## src/rtl/uart_rx_key.sv

```systemverilog
// UART 8N1 receiver for the typing-test datapath: deserialises host keystrokes,
// pulses rx_valid per good frame and keeps a sticky key_pressed flag for the controller.
module uart_rx_key #(
    parameter int unsigned CLKS_PER_BIT = 434
) (
    input  logic       clk,
    input  logic       rst,
    input  logic       rx,
    input  logic       clr_pressed,
    output logic [7:0] rx_byte,
    output logic       rx_valid,
    output logic       key_pressed,
    output logic       frame_err,
    output logic       rx_busy
);

    localparam int unsigned CNT_W = $clog2(CLKS_PER_BIT);
    localparam logic [CNT_W-1:0] HALF_LAST = CNT_W'(CLKS_PER_BIT / 2 - 1);
    localparam logic [CNT_W-1:0] BIT_LAST  = CNT_W'(CLKS_PER_BIT - 1);

    typedef enum logic [2:0] {
        IDLE,
        START,
        DATA,
        STOP,
        WAIT_HIGH
    } state_t;

    state_t           state, state_d;
    logic             rx_m, rx_s;
    logic [CNT_W-1:0] cnt, cnt_d;
    logic [2:0]       bit_idx, bit_idx_d;
    logic [7:0]       shift, shift_d;
    logic [7:0]       rx_byte_d;
    logic             rx_valid_d, frame_err_d, key_pressed_d;

    // State register
    always_ff @(posedge clk) begin
        if (rst) state <= IDLE;
        else     state <= state_d;
    end

    // Next-state and datapath decode; all sample points sit mid-bit
    always_comb begin
        state_d     = state;
        cnt_d       = cnt + CNT_W'(1);
        bit_idx_d   = bit_idx;
        shift_d     = shift;
        rx_byte_d   = rx_byte;
        rx_valid_d  = 1'b0;
        frame_err_d = 1'b0;
        unique case (state)
            IDLE: begin
                cnt_d = '0;
                if (!rx_s) state_d = START;
            end
            START: begin
                if (cnt == HALF_LAST) begin
                    cnt_d     = '0;
                    bit_idx_d = 3'd0;
                    state_d   = rx_s ? IDLE : DATA;
                end
            end
            DATA: begin
                if (cnt == BIT_LAST) begin
                    cnt_d            = '0;
                    shift_d[bit_idx] = rx_s;
                    bit_idx_d        = bit_idx + 3'd1;
                    if (bit_idx == 3'd7) state_d = STOP;
                end
            end
            STOP: begin
                if (cnt == BIT_LAST) begin
                    cnt_d = '0;
                    if (rx_s) begin
                        rx_byte_d  = shift;
                        rx_valid_d = 1'b1;
                        state_d    = IDLE;
                    end else begin
                        frame_err_d = 1'b1;
                        state_d     = WAIT_HIGH;
                    end
                end
            end
            WAIT_HIGH: begin
                cnt_d = '0;
                if (rx_s) state_d = IDLE;
            end
            default: begin
                cnt_d   = '0;
                state_d = IDLE;
            end
        endcase
        // A key arriving in the same cycle as a clear must not be lost
        key_pressed_d = rx_valid | (key_pressed & ~clr_pressed);
    end

    // Synchroniser, counters and registered outputs
    always_ff @(posedge clk) begin
        if (rst) begin
            rx_m        <= 1'b1;
            rx_s        <= 1'b1;
            cnt         <= '0;
            bit_idx     <= 3'd0;
            shift       <= 8'h00;
            rx_byte     <= 8'h00;
            rx_valid    <= 1'b0;
            frame_err   <= 1'b0;
            key_pressed <= 1'b0;
            rx_busy     <= 1'b0;
        end else begin
            rx_m        <= rx;
            rx_s        <= rx_m;
            cnt         <= cnt_d;
            bit_idx     <= bit_idx_d;
            shift       <= shift_d;
            rx_byte     <= rx_byte_d;
            rx_valid    <= rx_valid_d;
            frame_err   <= frame_err_d;
            key_pressed <= key_pressed_d;
            rx_busy     <= (state_d != IDLE);
        end
    end

endmodule

```

## config.mk

```make
export PLATFORM = sky130hd
export DESIGN_NAME = uart_rx_key
export DESIGN_NICKNAME = d
export VERILOG_FILES = /design/src/rtl/uart_rx_key.sv
export SDC_FILE = /design/constraint.sdc
export NUM_CORES = 1
export LEC_CHECK = 0
export ABC_AREA = 0
export BUFFER_PORTS_ARGS = -buffer_cell sky130_fd_sc_hd__clkbuf_2
export CAP_MARGIN = 10
export CORE_MARGIN = 2
export CORE_UTILIZATION = 60
export CTS_BUF_LIST = sky130_fd_sc_hd__clkbuf_4 sky130_fd_sc_hd__clkbuf_8 sky130_fd_sc_hd__clkbuf_16
export CTS_CLUSTER_DIAMETER = 40
export CTS_CLUSTER_SIZE = 14
export DETAILED_ROUTE_END_ITERATION = 8
export PLACE_DENSITY = 0.81
export SLEW_MARGIN = 5
export SYNTH_ARGS = -nofsm -noshare
export SYNTH_HDL_FRONTEND = slang
export SYNTH_SLANG_ARGS = --single-unit
```

## constraint.sdc

```tcl
create_clock -name clk -period 2.7 [get_ports clk]
set_clock_uncertainty 0.15 [all_clocks]
set_input_delay 0.405 -clock clk [delete_from_list [all_inputs] [get_ports clk]]
set_output_delay 0.405 -clock clk [all_outputs]
set_load 0.01 [all_outputs]
```

==> flow_metrics.env <==
export IMPL_first_global_vias=1229
export IMPL_dpl_hpwl_um=2210
export IMPL_p_leak_nw=0.717
export IMPL_peakVddDrop_uv=629
export IMPL_dieArea_sq_um=3170
export IMPL_synthCells=176
export IMPL_hold_path_class="in2reg"
export IMPL_fin_area_sq_um=1810
export IMPL_clock_root_buffer="clkbuf_4"
export IMPL_place_ws_ns=0.597
export IMPL_drt_iter0_drc=18
export IMPL_yosys_cell_types_count=36
export IMPL_yosysSeqAreaShare=0.451
export IMPL_fin_nets=200
export IMPL_antenna_found_initial=0
export IMPL_fin_crit_ns=2.08
export IMPL_die_height_um=56.3
export IMPL_postSynthAreaPerCell_sq_um=9.33
export IMPL_critPathMaxStageDelay_ns=0.52
export IMPL_synth_net_count=185
export IMPL_setup_worst_path_start_class="flip-flop"
export IMPL_layout_setup_ws_ns=0.624
export IMPL_r2r_setup_slack_ns=0.62
export IMPL_cap_violations=0
export IMPL_drive_gt1_frac=0.177
export IMPL_synth_top_family_by_area="simple AND/OR/NAND/NOR gates"
export IMPL_top_usage_layer="met2"
export IMPL_grt_pass1_wl_um=5370
export IMPL_grt_usage=0.219
export IMPL_design_core_area_sq_um=2540
export IMPL_antenna_left=0
export IMPL_clkLatencyLatePin_ns=0.34
export IMPL_fin_cells=222
export IMPL_via_per_inst=5.75
export IMPL_clock_sinks=37
export IMPL_grt_util_met2=0.385
export IMPL_hold_violations=0
export IMPL_hold_depth=2
export IMPL_numCtsBuffers=5
export IMPL_period_share=0.769
export IMPL_synth_xor_area_frac=0.0373
export IMPL_cts_max_level=2
export IMPL_cts_setup_buffers=0
export IMPL_synth_warnings=0
export IMPL_reg2reg_from="cnt[0]"
export IMPL_cts_tree="built"
export IMPL_rr_worst_depth=5
export IMPL_dp_cells=214
export IMPL_synth_fa_ha_area_frac=0.0381
export IMPL_gp_congestion=0.779
export IMPL_cts_repair_resized=0
export IMPL_r2r_end="shift[0]"
export IMPL_n_antenna_cell=0
export IMPL_worstPathArrival_ns=2.19
export IMPL_fp_dieW_um=56.3
export IMPL_synth_compound_area_frac=0.0915
export IMPL_p_per_area_nw_per_um2=538
export IMPL_routedWlPerCell_um=14.0
export IMPL_grt_max_degree=27
export IMPL_place_port_buffers=15
export IMPL_worstPathCellList="ha_1, nand4bb_1, or4_4, or3_1, a21oi_1"
export IMPL_path_class="reg2reg"
export IMPL_area_growth_pct=10.4
export IMPL_io_pins=16
export IMPL_worst_ep_required_time_ns=2.82
export IMPL_clock_path_buffers=2
export IMPL_hold_end="rx_m"
export IMPL_start_util=0.645
export IMPL_rsz0062_at_grt="false"
export IMPL_grt_util_met1=0.238
export IMPL_yosys_register_bits=37
export IMPL_place_area_sq_um=1720
export IMPL_drcViolationCount=0
export IMPL_slew_headroom=0.537
export IMPL_max_freq_mhz=482
export IMPL_clk_pin_slew_ns=0.10
export IMPL_setup_viol=0
export IMPL_slew_viol_final=0
export IMPL_fin_hold_ws_ns=0.0986
export IMPL_finalSetupTns_ns=0
export IMPL_firstDrtPassIters=4
export IMPL_critical_path_peak_fanout=7
export IMPL_yosys_area_share_simple=0.291
export IMPL_crit_path_end_kind="flip-flop"
export IMPL_use_met3=0.0760
export IMPL_cts_hold_fix_buffers=0
export IMPL_synthMuxAreaShare=0.0610
export IMPL_rows=18
export IMPL_slowest_stage="or4_4"
export IMPL_worstHoldStart="rx"
export IMPL_vias=1277
export IMPL_wirelength_um=3110
export IMPL_netlist_area_sq_um=1640
export IMPL_overflow=0
export IMPL_max_slew_worst_pin_slew_ns=0.689
export IMPL_status="complete, no violations"
## flip-flops by register name (all words and copies together) (netlist names)
register,flops
rx_m,1
cnt,9
rx_busy,1
shift,8
rx_valid,1
key_pressed,1
rx_s,1
state,3
bit_idx,3
rx_byte,8
frame_err,1
## routing by layer
metal / vias up / routed length, um
li1: 648 / -
met1: 597 / 1350
met2: 22 / 1570
met3: 10 / 98
met4: 0 / 85
met5: - / 0
## metrics by stage
stage	power (mW)	utilization
2_1_floorplan	0.581	-
3_3_place_gp	0.587	0.677
3_5_place_dp	0.587	0.677
4_1_cts	0.983	0.712
5_1_grt	1.01	0.712
6_report	0.975	0.712
## critical path: cells and delay by family (launching register included)
| kind | cells | cell delay [ns] |
|---|---|---|
| AOI/OAI and AO/OA | 1 | 0.13 |
| adders and majority gates | 1 | 0.20 |
| and+or+nand+nor | 3 | 1.11 |
| DFF | 1 | 0.42 |
## how the worst max path moves through the flow
stage | start | to | cells past startpoint
floorplan | cnt[0] | shift[1] | 5
global placement | rst | bit_idx[0] | 4
detailed placement | rst | bit_idx[0] | 4
CTS | cnt[0] | rx_byte[7] | 5
global route | cnt[0] | rx_byte[4] | 5
finish | cnt[0] | shift[0] | 5
## layout by cell type (no fill, tap or decap), types with 2 or more instances in the layout
| master | netlist | final |
|---|---|---|
| or4_1 | 3 | 3 |
| nand3_1 | 4 | 4 |
| nor2_1 | 25 | 25 |
| clkbuf_2 | 0 | 15 |
| or2_2 | 3 | 3 |
| and4b_1 | 2 | 2 |
| dfxtp_1 | 37 | 37 |
| xnor2_1 | 5 | 5 |
| clkbuf_4 | 0 | 6 |
| nand2b_1 | 6 | 6 |
| or3b_2 | 2 | 2 |
| xor2_1 | 2 | 2 |
| inv_1 | 5 | 5 |
| nand4_1 | 3 | 3 |
| o21ai_0 | 11 | 11 |
| ha_1 | 5 | 5 |
| or3_1 | 8 | 8 |
| nand2_1 | 6 | 6 |
| and3_1 | 3 | 3 |
| nor3_1 | 3 | 3 |
| a21oi_1 | 11 | 11 |
| and4bb_2 | 2 | 2 |
| mux2i_1 | 10 | 10 |
## area by class of cell
| class | count | area, sq um |
|---|---|---|
| Fill cell | 213 | 732 |
| Clock buffer | 7 | 58.8 |
| Timing Repair Buffer | 15 | 75.1 |
| Sequential cell | 37 | 741 |
| Multi-Input combinational cell | 127 | 852 |
| Clock inverter | 1 | 30.0 |
| Tap cell | 30 | 37.5 |
| Inverter | 5 | 18.8 |
## where the power goes
| part | internal (mW) | leakage, nW | switching, mW |
|---|---|---|---|
| combinational | 0.00792 | 0.369 | 0.0140 |
| sequential | 0.549 | 0.299 | 0.00476 |
| clock | 0.231 | 0.0489 | 0.168 |
## cells by family after synthesis
logic type | after synthesis
AOI/OAI and AO/OA | 27
and+or+nand+nor | 78
DFF | 37
adders and majority gates | 5
muxes | 10
xor gates and xnor gates | 7
buffers and inverters | 12
## cell usage after synthesis
cell type / n / share of area
nand2b_1: 6 / 0.023
nand3b_1: 1 / 0.0046
and3_2: 1 / 0.0046
clkbuf_1: 4 / 0.0091
or3b_2: 2 / 0.011
nand4bb_1: 1 / 0.0069
inv_1: 5 / 0.011
xnor2_1: 5 / 0.027
and4bb_2: 2 / 0.015
nor2b_1: 1 / 0.0038
o21ai_0: 11 / 0.034
nand2_1: 6 / 0.014
o21ai_1: 1 / 0.0030
a211oi_1: 1 / 0.0046
or3_1: 8 / 0.030
o2bb2ai_1: 1 / 0.0053
or4_4: 1 / 0.0069
or2_2: 3 / 0.011
nor4_4: 1 / 0.013
or4_1: 3 / 0.014
ha_1: 5 / 0.038
xor2_1: 2 / 0.011
and4b_1: 2 / 0.012
nor2_1: 25 / 0.057
nand4b_1: 1 / 0.0053
a21boi_0: 1 / 0.0046
mux2i_1: 10 / 0.061
o2111a_1: 1 / 0.0069
a21oi_1: 11 / 0.034
buf_2: 3 / 0.0091
nand3_1: 4 / 0.012
dfxtp_1: 37 / 0.45
and3_1: 3 / 0.011
nor3_1: 3 / 0.0091
nand4_1: 3 / 0.011
nand4b_4: 1 / 0.014
Note: power is estimated with default switching activity, not from simulation.
